==> src/rtl/breakout_pkg.sv <==
// breakout_pkg: shared state encoding, default parameters and helpers for the breakout controller.
// Revision 1.0
`default_nettype none

package breakout_pkg;

   typedef enum logic [2:0] {
      ST_IDLE  = 3'd0,
      ST_SERVE = 3'd1,
      ST_PLAY  = 3'd2,
      ST_LOST  = 3'd3,
      ST_OVER  = 3'd4
   } state_t;

   localparam logic [9:0] DEF_PADDLE_INIT  = 10'd480;
   localparam logic [9:0] DEF_PADDLE_MIN   = 10'd16;
   localparam logic [9:0] DEF_PADDLE_MAX   = 10'd944;
   localparam int         DEF_PADDLE_STEP  = 4;
   localparam int         DEF_START_LIVES  = 3;
   localparam int         DEF_SERVE_FRAMES = 60;
   localparam logic [7:0] DEF_TOTAL_BRICKS = 8'd32;

   function automatic logic [7:0] sat_inc8(input logic [7:0] value);
      return (value == 8'hFF) ? 8'hFF : value + 8'd1;
   endfunction

endpackage

`default_nettype wire

==> src/rtl/breakout_paddle_ctrl.sv <==
// breakout_paddle_ctrl: per-frame paddle motion with saturation at both screen limits.
// Revision 1.0
`default_nettype none

module breakout_paddle_ctrl
   import breakout_pkg::*;
#(
   parameter logic [9:0] PADDLE_INIT = DEF_PADDLE_INIT,
   parameter logic [9:0] PADDLE_MIN  = DEF_PADDLE_MIN,
   parameter logic [9:0] PADDLE_MAX  = DEF_PADDLE_MAX,
   parameter int         PADDLE_STEP = DEF_PADDLE_STEP
) (
   input  logic       clk,
   input  logic       reset,
   input  logic       FrameTick,
   input  logic       enable,
   input  logic       LeftBtn,
   input  logic       RightBtn,
   input  logic       load,
   output logic [9:0] PaddleX
);

   localparam logic [10:0] c_STEP = 11'(PADDLE_STEP);
   localparam logic [10:0] c_MIN  = {1'b0, PADDLE_MIN};
   localparam logic [10:0] c_MAX  = {1'b0, PADDLE_MAX};

   logic [9:0]  r_paddle_x;
   logic [10:0] w_wide;
   logic [10:0] w_dec;
   logic [10:0] w_inc;
   logic [9:0]  w_next;

   assign w_wide = {1'b0, r_paddle_x};
   assign w_dec  = w_wide - c_STEP;
   assign w_inc  = w_wide + c_STEP;

   // Compare before subtracting so a small position never wraps through zero.
   always_comb begin
      w_next = r_paddle_x;
      if (LeftBtn && !RightBtn) begin
         w_next = (w_wide < c_MIN + c_STEP) ? PADDLE_MIN : w_dec[9:0];
      end else if (RightBtn && !LeftBtn) begin
         w_next = (w_inc > c_MAX) ? PADDLE_MAX : w_inc[9:0];
      end
   end

   always_ff @(posedge clk) begin
      if (reset) begin
         r_paddle_x <= PADDLE_INIT;
      end else if (load) begin
         r_paddle_x <= PADDLE_INIT;
      end else if (enable && FrameTick) begin
         r_paddle_x <= w_next;
      end
   end

   assign PaddleX = r_paddle_x;

endmodule

`default_nettype wire

==> src/rtl/breakout_game_ctrl.sv <==
// breakout_game_ctrl: game-flow FSM (serve, play, life loss, game over) with score and lives.
// Revision 1.0
`default_nettype none

module breakout_game_ctrl
   import breakout_pkg::*;
#(
   parameter logic [9:0] PADDLE_INIT  = DEF_PADDLE_INIT,
   parameter logic [9:0] PADDLE_MIN   = DEF_PADDLE_MIN,
   parameter logic [9:0] PADDLE_MAX   = DEF_PADDLE_MAX,
   parameter int         PADDLE_STEP  = DEF_PADDLE_STEP,
   parameter int         START_LIVES  = DEF_START_LIVES,
   parameter int         SERVE_FRAMES = DEF_SERVE_FRAMES,
   parameter logic [7:0] TOTAL_BRICKS = DEF_TOTAL_BRICKS
) (
   input  logic       clk,
   input  logic       reset,
   input  logic       FrameTick,
   input  logic       StartBtn,
   input  logic       LeftBtn,
   input  logic       RightBtn,
   input  logic       Collision,
   input  logic       BrickHit,
   input  logic       BallLost,
   output logic [9:0] PaddleX,
   output logic       BallEnable,
   output logic       BallServe,
   output logic [7:0] Score,
   output logic [1:0] Lives,
   output logic       GameOver,
   output logic       Win
);

   localparam logic [1:0]  c_START_LIVES  = 2'(START_LIVES);
   localparam logic [15:0] c_SERVE_FRAMES = 16'(SERVE_FRAMES);

   state_t      r_state;
   logic        r_start_q;
   logic [15:0] r_frames;
   logic        r_brick_f;
   logic        r_lost_f;
   logic [7:0]  r_score;
   logic [1:0]  r_lives;
   logic        r_win;
   logic        r_ball_en;
   logic        r_ball_serve;
   logic        r_game_over;

   logic        w_start_rise;
   logic        w_brick_any;
   logic        w_lost_any;
   logic [7:0]  w_score_next;
   logic        w_paddle_load;
   logic        w_paddle_en;
   logic        w_unused;

   assign w_unused      = Collision;
   assign w_start_rise  = StartBtn && !r_start_q;
   assign w_brick_any   = r_brick_f || BrickHit;
   assign w_lost_any    = r_lost_f || BallLost;
   assign w_score_next  = w_brick_any ? sat_inc8(r_score) : r_score;
   // Paddle re-centres whenever a serve begins, and is pinned while idle.
   assign w_paddle_load = (r_state == ST_IDLE)
                        || ((r_state == ST_OVER) && w_start_rise)
                        || ((r_state == ST_LOST) && (r_lives != 2'd1));
   assign w_paddle_en   = (r_state == ST_SERVE) || (r_state == ST_PLAY);

   always_ff @(posedge clk) begin
      if (reset) begin
         r_state      <= ST_IDLE;
         r_start_q    <= 1'b0;
         r_frames     <= '0;
         r_brick_f    <= 1'b0;
         r_lost_f     <= 1'b0;
         r_score      <= 8'd0;
         r_lives      <= c_START_LIVES;
         r_win        <= 1'b0;
         r_ball_en    <= 1'b0;
         r_ball_serve <= 1'b1;
         r_game_over  <= 1'b0;
      end else begin
         r_start_q    <= StartBtn;
         r_ball_en    <= (r_state == ST_PLAY);
         r_ball_serve <= (r_state != ST_PLAY);
         r_game_over  <= (r_state == ST_OVER);

         unique case (r_state)
            ST_IDLE, ST_OVER: begin
               if (w_start_rise) begin
                  r_score  <= 8'd0;
                  r_lives  <= c_START_LIVES;
                  r_win    <= 1'b0;
                  r_frames <= c_SERVE_FRAMES;
                  r_state  <= ST_SERVE;
               end
            end
            ST_SERVE: begin
               if (r_frames == 16'd0) begin
                  r_brick_f <= 1'b0;
                  r_lost_f  <= 1'b0;
                  r_state   <= ST_PLAY;
               end else if (FrameTick) begin
                  r_frames <= r_frames - 16'd1;
               end
            end
            ST_PLAY: begin
               if (FrameTick) begin
                  r_brick_f <= 1'b0;
                  r_lost_f  <= 1'b0;
                  r_score   <= w_score_next;
                  // Clearing the last brick wins even if the ball was lost this frame.
                  if (w_brick_any && (w_score_next == TOTAL_BRICKS)) begin
                     r_win   <= 1'b1;
                     r_state <= ST_OVER;
                  end else if (w_lost_any) begin
                     r_state <= ST_LOST;
                  end
               end else begin
                  r_brick_f <= w_brick_any;
                  r_lost_f  <= w_lost_any;
               end
            end
            ST_LOST: begin
               r_lives <= r_lives - 2'd1;
               if (r_lives == 2'd1) begin
                  r_win   <= 1'b0;
                  r_state <= ST_OVER;
               end else begin
                  r_frames <= c_SERVE_FRAMES;
                  r_state  <= ST_SERVE;
               end
            end
            default: r_state <= ST_IDLE;
         endcase
      end
   end

   breakout_paddle_ctrl #(
      .PADDLE_INIT (PADDLE_INIT),
      .PADDLE_MIN  (PADDLE_MIN),
      .PADDLE_MAX  (PADDLE_MAX),
      .PADDLE_STEP (PADDLE_STEP)
   ) u_paddle (
      .clk       (clk),
      .reset     (reset),
      .FrameTick (FrameTick),
      .enable    (w_paddle_en),
      .LeftBtn   (LeftBtn),
      .RightBtn  (RightBtn),
      .load      (w_paddle_load),
      .PaddleX   (PaddleX)
   );

   assign BallEnable = r_ball_en;
   assign BallServe  = r_ball_serve;
   assign Score      = r_score;
   assign Lives      = r_lives;
   assign GameOver   = r_game_over;
   assign Win        = r_win;

endmodule

`default_nettype wire

==> config.mk <==
export PLATFORM = sky130hd
export DESIGN_NAME = breakout_game_ctrl
export DESIGN_NICKNAME = d
export VERILOG_FILES = /design/src/rtl/breakout_pkg.sv /design/src/rtl/breakout_paddle_ctrl.sv /design/src/rtl/breakout_game_ctrl.sv
export SDC_FILE = /design/constraint.sdc
export NUM_CORES = 1
export LEC_CHECK = 0
export ABC_AREA = 1
export BUFFER_PORTS_ARGS = -buffer_cell sky130_fd_sc_hd__buf_2
export CORE_ASPECT_RATIO = 1.75
export CORE_MARGIN = 2
export CORE_UTILIZATION = 58
export DETAILED_ROUTE_END_ITERATION = 6
export PLACE_DENSITY = 0.82
export SLEW_MARGIN = 20
export SYNTH_ARGS = -nofsm -noshare
export SYNTH_HDL_FRONTEND = slang
export SYNTH_SLANG_ARGS = --single-unit
==> constraint.sdc <==
create_clock -name clk -period 1.9 [get_ports clk]
set_input_delay 0.19 -clock clk [delete_from_list [all_inputs] [get_ports clk]]
set_output_delay 0.19 -clock clk [all_outputs]
set_load 0.01 [all_outputs]
## Word-level counts from Yosys, hierarchy flattened

Cells that the tools add are included.

| cells by class | value |
|---|---|
| mux-type cells | 33 |
| $add $sub $neg | 5 |
| reduce and logical (&&, ||, !) cells | 32 |
| equality and inequality tests | 18 |
| $lt $le $gt $ge | 2 |

Operators with widths:

| kind | number |
|---|---|
| 16-bit 2-to-1 mux | 4 |
| 16-bit case mux with 3 select lines | 1 |
| 10-bit 2-to-1 mux | 4 |
| 8-bit 2-to-1 mux | 4 |
| 3-bit 2-to-1 mux | 6 |
| 16-bit zero test | 1 |
| 8-bit case mux with 2 select lines | 1 |
| 16-bit by 1-bit subtractor with 16-bit output (second input constant) | 1 |
| 3-bit case mux with 4 select lines | 1 |
| 10-bit by 3-bit adder with 11-bit output (second input constant) | 1 |
| 11-bit by 10-bit greater-than comparator with 1-bit output (second input constant) | 1 |
| 10-bit by 5-bit < comparator with 1-bit output (second input constant) | 1 |
| 2-bit != test (second input constant) | 5 |
| 5-bit AND reduction | 2 |
| 10-bit by 3-bit subtractor with 10-bit output (second input constant) | 1 |
| 8-bit by 1-bit adder with 8-bit output (second input constant) | 1 |
| 8-bit by 6-bit equality test with 1-bit output (second input constant) | 1 |
| 8-bit equality test (second input constant) | 1 |
| 2-bit by 1-bit != test with 1-bit output (second input constant) | 4 |
| 2-bit nonzero test | 4 |
| 1-bit logical AND | 7 |
| 1-bit 2-to-1 mux | 7 |
| 3-bit by 2-bit equality test with 1-bit output (second input constant) | 2 |
| 3-bit by 2-bit != test with 1-bit output (second input constant) | 2 |
| other kinds (16) | 27 |

| storage, ports and cells | value |
|---|---|
| input bits | 9 |
| flip-flop bits (word level) | 46 |
| output and inout bits | 24 |
| logic and storage cells | 102 |

## Logic depth before layout (Yosys ltp)

| logic depth | value |
|---|---|
| word-level depth | 8 |
| depth in mapped cells | 14 |
| depth with buffers taken out | 14 |

## By module

A second synthesis with hierarchy kept.

| unflattened totals | value |
|---|---|
| cell total of the unflattened synthesis | 469 |
| area, all modules | 2984.1 µm² |

By module, submodules not included:

| module | area each (µm²) | times used | cells an instance | sequential area each (µm²) |
|---|---|---|---|---|
| breakout_game_ctrl | 2150.8 | 1 | 326 | 720.7 |
| breakout_paddle_ctrl | 833.3 | 1 | 143 | 160.2 |

## Worst setup path after synthesis

No wires, ideal clock.

| timing path | value |
|---|---|
| kind | register -> register |
| from | reg r_score[1], in the netlist Score[1] |
| to | reg r_win, in the netlist Win |
| cell stages (with the launch flop) | 13 |
| library setup time | 0.116 ns |
| path slack | 0.098 ns |
| arrival | 1.686 ns |
| clock period less this slack | 1.802 ns |
| required time | 1.784 ns |
| path buffers | 0 |
| path through | dfxtp_1 -> ha_1 -> nand2_1 -> nor2_1 -> nand3_2 -> nand2_1 -> nor2_1 -> nor2_1 -> nand3_1 -> nand2_1 -> nand3_1 -> o21ai_0 -> nor2_1 |

| between the ends | value |
|---|---|
| cells in the longest elaborated chain, start to end | 7 |
| elaborated cells between the ends (all ways) | 8 |
| those cells by class | add/sub: 1; eq/ne: 3; mux: 2; reduce/logical: 2 |

RTL lines:

| element | RTL line | source |
|---|---|---|
| from (decl) | breakout_game_ctrl.sv:42 | `logic [7:0] r_score;` |
| from (signal assigned) | breakout_game_ctrl.sv:110 | `r_score <= w_score_next;` |
| 8-bit by 1-bit adder with 8-bit output or 8-bit equality test (tied branches) | breakout_pkg.sv:24 | `return (value == 8'hFF) ? 8'hFF : value + 8'd1;` |
| 8-bit 2-to-1 mux | breakout_pkg.sv:24 |  |
| 8-bit 2-to-1 mux * | breakout_game_ctrl.sv:61 | `assign w_score_next = w_brick_any ? sat_inc8(r_score) : r_score;` |
| 8-bit by 6-bit equality test with 1-bit output * | breakout_game_ctrl.sv:112 | `if (w_brick_any && (w_score_next == TOTAL_BRICKS)) begin` |
| 1-bit logical AND * | breakout_game_ctrl.sv:112 |  |
| 2-bit by 1-bit != test with 1-bit output (no source line) * | n/a |  |
| 5-bit AND reduction (no source line) * | n/a |  |
| to (signal assigned) | breakout_game_ctrl.sv:92 | `r_win <= 1'b0;` |
| to (signal assigned) | breakout_game_ctrl.sv:113 | `r_win <= 1'b1;` |
| to (signal assigned) | breakout_game_ctrl.sv:126 | `r_win <= 1'b0;` |
| to (decl) | breakout_game_ctrl.sv:44 | `logic r_win;` |

Every way passes the cells marked *; elsewhere a longest branch is shown, timed or not.
A chain may end at the register's enable or synchronous reset.

## Worst setup path after layout

| timing path | value |
|---|---|
| from | reg r_frames[0] |
| to | reg r_frames[11] |

| between the ends | value |
|---|---|
| cells in the longest elaborated chain, start to end | 4 |
| elaborated cells between the ends (all ways) | 7 |
| those cells by class | add/sub: 1; eq/ne: 1; mux: 3; reduce/logical: 2 |

RTL lines:

| element | RTL line | source |
|---|---|---|
| from (decl) | breakout_game_ctrl.sv:39 | `logic [15:0] r_frames;` |
| from (signal assigned) | breakout_game_ctrl.sv:93 | `r_frames <= c_SERVE_FRAMES;` |
| from (signal assigned) | breakout_game_ctrl.sv:103 | `r_frames <= r_frames - 16'd1;` |
| from (signal assigned) | breakout_game_ctrl.sv:129 | `r_frames <= c_SERVE_FRAMES;` |
| 16-bit by 1-bit subtractor with 16-bit output | breakout_game_ctrl.sv:103 |  |
| 16-bit 2-to-1 mux | breakout_game_ctrl.sv:102 | `end else if (FrameTick) begin` |
| 16-bit 2-to-1 mux | breakout_game_ctrl.sv:98 | `if (r_frames == 16'd0) begin` |
| 16-bit case mux with 3 select lines | breakout_game_ctrl.sv:87 | `unique case (r_state)` |

Several ways; a longest one is shown, not always the timed one. The select of a mux whose other input is x is not followed.

==> metrics.md <==
| Metric | Value |
|---|---|
| F_max | `~540 MHz` |
| PwrDens | `1150 nW/um2` |
| CTS Sinks | `44` |
| CP Buf/Inv Count | `2` |
| Share of cells above drive strength 1 | `between 20% and 30%` |
| Max incr delay on CP | `around 320 ps` |
| Worst path top cell family by delay | `simple AND/OR/NAND/NOR gates` |
| GRT Residual Overflow | `0` |
| GRT Total Usage | `27.7%` |
| Asr flop ratio synth | `0%` |
| Yosys top cell area share | `around a third` |
| Syn Inst Count | `430` |
| Reg2reg setup slack | `around 49 ps` |
| Dominant cells by area after synthesis | `dfxtp_1 32%, nand2_1 12%, inv_1 7.3%` |
| GPL Wtd Cong | `0.988` |
| Post-CTS Hold Fix Bufs | `0` |
| Minimum clock period | `about 1900 ps` |
| Setup_tns | `0 ps` |
| Reg2Reg Launch Point | `r_frames[0]` |
| WS Path Type | `reg -> reg` |
| CP Cell Sequence | `inv_1 > ha_4 > nand3_1 > nor4_1 > nand2_1 > nand2_4 > buf_6 > nor2_4 > nand2_4 > nor2_1 > o21bai_1 > nor2_1` |
| Hold EP | `r_start_q` |
| Hold-critical path depth | `3` |
| Dpl hpwl | `5690 um` |
| Residual DRC | `0` |
| Xor and xnor area share after synthesis | `5.96%` |
| Post-synth EDFFs | `0` |
| Main synth FF type | `dfxtp_1` |
| I/O pins | `33` |
| Fillcell total | `about 380` |
| Vias in the first global route | `around 2900` |
| Inserted Diodes | `0` |
| Largest family of logic cells by synthesized area | `simple AND/OR/NAND/NOR gates` |
| Longest Clk Path Bufs | `2` |
| I/O Buffers | `29` |
| Mux share of post-synthesis cell area | `0%` |
| Height of the die | `around 96 um` |
| Syn Std Cell Area | `roughly 2800 um2` |
| Hold wc startpoint | `StartBtn` |
| H-tree levels | `2` |
| VDD IR max | `around 1400 uV` |
| Largest net degree at the start of global routing | `28` |
| Synth Area in Adders | `around 2.7%` |
| TritonCTS Buffers | `5` |
| DRT antenna net count | `0` |
| Critical Path AT | `slightly above 2000 ps` |
| Worst skew pair latency | `about 300 ps` |
| Setup WS post-layout | `between 40 and 50 ps` |
| Final Hold Fails | `0` |
| Final setup fails | `0` |
| CTS tree | `yes` |
| Wirelength per Cell | `between 10 and 15 um` |
| Synth Area in Compound Gates | `between 10% and 20%` |
| Nets | `about 500` |
| Antenna violations before repair | `0` |
| CTS Root Cell | `clkbuf_8` |
| Global-route wire length before repair | `between 10000 and 15000 um` |
| Clock slew at reported path FFs | `roughly 80 ps` |
| CP max-delay cell | `dfxtp_1` |
| Starting Density | `59.9%` |
| Register area share after synthesis | `roughly a third` |
| Status | `finished clean` |
| TritonRoute pass-1 iters | `4` |
| DR iter-0 viols | `126` |
| Area leader, netlist | `dfxtp_1` |
| Core Box Area | `4670 um2` |
| Area growth syn-to-layout | `26.1%` |
| FP Rows | `33` |
| Via density | `approximately 5.7` |
| Hold WC Path Type | `in -> reg` |
| CP endpoint kind | `flip-flop` |
| CP startpoint kind | `flip-flop` |
| Critical-path maximum fanout | `5` |
| LEAKAGE | `between 1.5 and 2 nW` |
| Reg-to-reg critical path endpoint | `r_frames[11]` |
| Post-Synth Simple-Gate Area | `35.1%` |
| Chip Width | `between 50 and 60 um` |
| Max Slew Vio Count | `0` |
| Pre-CTS WS | `between 9 and 10 ps` |
| Max-cap violations | `0` |
| Flops & latches, synth | `44` |
| Cell count of the worst reg-to-reg path | `12` |
| Worst EP required | `2100 ps` |
| Final worst-path cycle share | `just under 100%` |
| Via count | `3115` |
| Routed wire length | `7830 um` |
| Synth unique cells | `39` |
| Die Area | `roughly 5400 um2` |
| Ys Warns | `0` |
| Post-Syn Area per Cell | `about 6.5 um2` |
| Clock skew | `approximately 6.1 ps` |
registers in the layout, summed over array words and instances (netlist names):
signal,cells
r_state,3
BallEnable,1
r_frames,16
r_start_q,1
Score,8
Win,1
r_lost_f,1
Lives,2
r_brick_f,1
BallServe,1
GameOver,1
u_paddle.PaddleX,8
power by group:
group          total, W  switching (W)  internal, W  leakage, nW
clock          0.000725       0.000336     0.000389       0.0541
sequential      0.00117       0.000117      0.00106        0.359
combinational   0.00216        0.00131     0.000854         1.21
placed cells by master, fill, tap and decap left out, drive strengths merged:
cell type  count
o22ai          2
bufinv         1
o211ai         1
and2           1
nand2         93
a31oi          4
ha             6
nor3          10
a21oi         38
clkinv         1
or2            3
buf           68
o21ai         28
nand4         11
xor2          15
dfxtp         44
nand3         30
a221oi         1
nor3b          1
o21a           1
inv           57
a21o           1
nor2          60
nor4           5
conb           2
xnor2          4
nand3b         1
clkinvlp       2
clkbuf         5
o21bai         2
tightest hold or removal path, delay by kind of cell:
kind,cells,cell delay (ps)
simple gates,1,70
buf+inv,2,120
layout make-up:
| cell class | count | area [um2] | area share [%] |
|---|---|---|---|
| well taps | 52 | 65.1 | 1.85 |
| repair buffers | 68 | 442 | 12.5 |
| clock buffers | 5 | 68.8 | 1.95 |
| inverters | 58 | 221 | 6.29 |
| clock inverters | 3 | 42.5 | 1.21 |
| flip-flops and latches | 44 | 888 | 25.2 |
| multi-input cells | 320 | 1790 | 50.9 |
worst max path at each step:
stage,from,endpoint,slack [ps],cells after the start
global placement,Score[0],Win,60,12
detailed placement,Score[0],Win,9,12
floorplan,Score[1],Win,100,12
CTS,Score[0],r_state[0],3,14
global route,Score[0],r_state[0],-60,14
finish,r_frames[0],r_frames[11],50,12
metal layers:
metal	vias up	routed length, um	track usage (%)
li1	1537	-	-
met1	1462	2860	26.0
met4	0	293	16.7
met3	29	262	3.36
met5	-	0	0
met2	87	4420	55.1
cells by family after synthesis:
| family | Yosys count |
|---|---|
| flip-flops | 44 |
| XOR/XNOR | 19 |
| buffers and inverters | 67 |
| AO/OA/AOI/OAI | 78 |
| adder cells (fa/ha/maj) | 6 |
| other | 1 |
| AND/OR/NAND/NOR | 215 |
what timing repair did:
item,CTS,global route
gates resized for setup,1,45
endpoints found under the hold margin,0,0
buffers inserted,0,5
pin swaps,0,17
endpoints found under the setup margin,1,17
stage by stage:
step / cells / util (%) / area, um2 / total power (W) / hold slack, ps
after floorplan: 431 / - / 2800 / 0.00250 / 310
after global placement: 537 / 68.8 / 3210 / 0.00302 / 400
after detailed placement: 537 / 68.8 / 3210 / 0.00307 / 416
after CTS: 545 / 71.3 / 3330 / 0.00380 / 103
after global routing: 550 / 75.5 / 3520 / 0.00433 / 134
final: 550 / 75.5 / 3520 / 0.00406 / 113
synthesized netlist by cell type (2+ instances only):
library cell	instances
nor3_1	9
nor2_2	3
or2_2	2
nor4_1	5
inv_2	3
nor2_1	53
ha_1	6
buf_2	2
inv_1	54
xnor2_1	4
a21oi_1	38
nand2_2	2
o21bai_1	2
nand3_1	29
xor2_1	15
a31oi_1	4
nand2_1	90
clkbuf_1	4
dfxtp_1	44
nor2_4	4
o22ai_1	2
buf_4	2
nand4_1	11
o21ai_0	27
No activity file was read; power rests on OpenSTA's default activity.
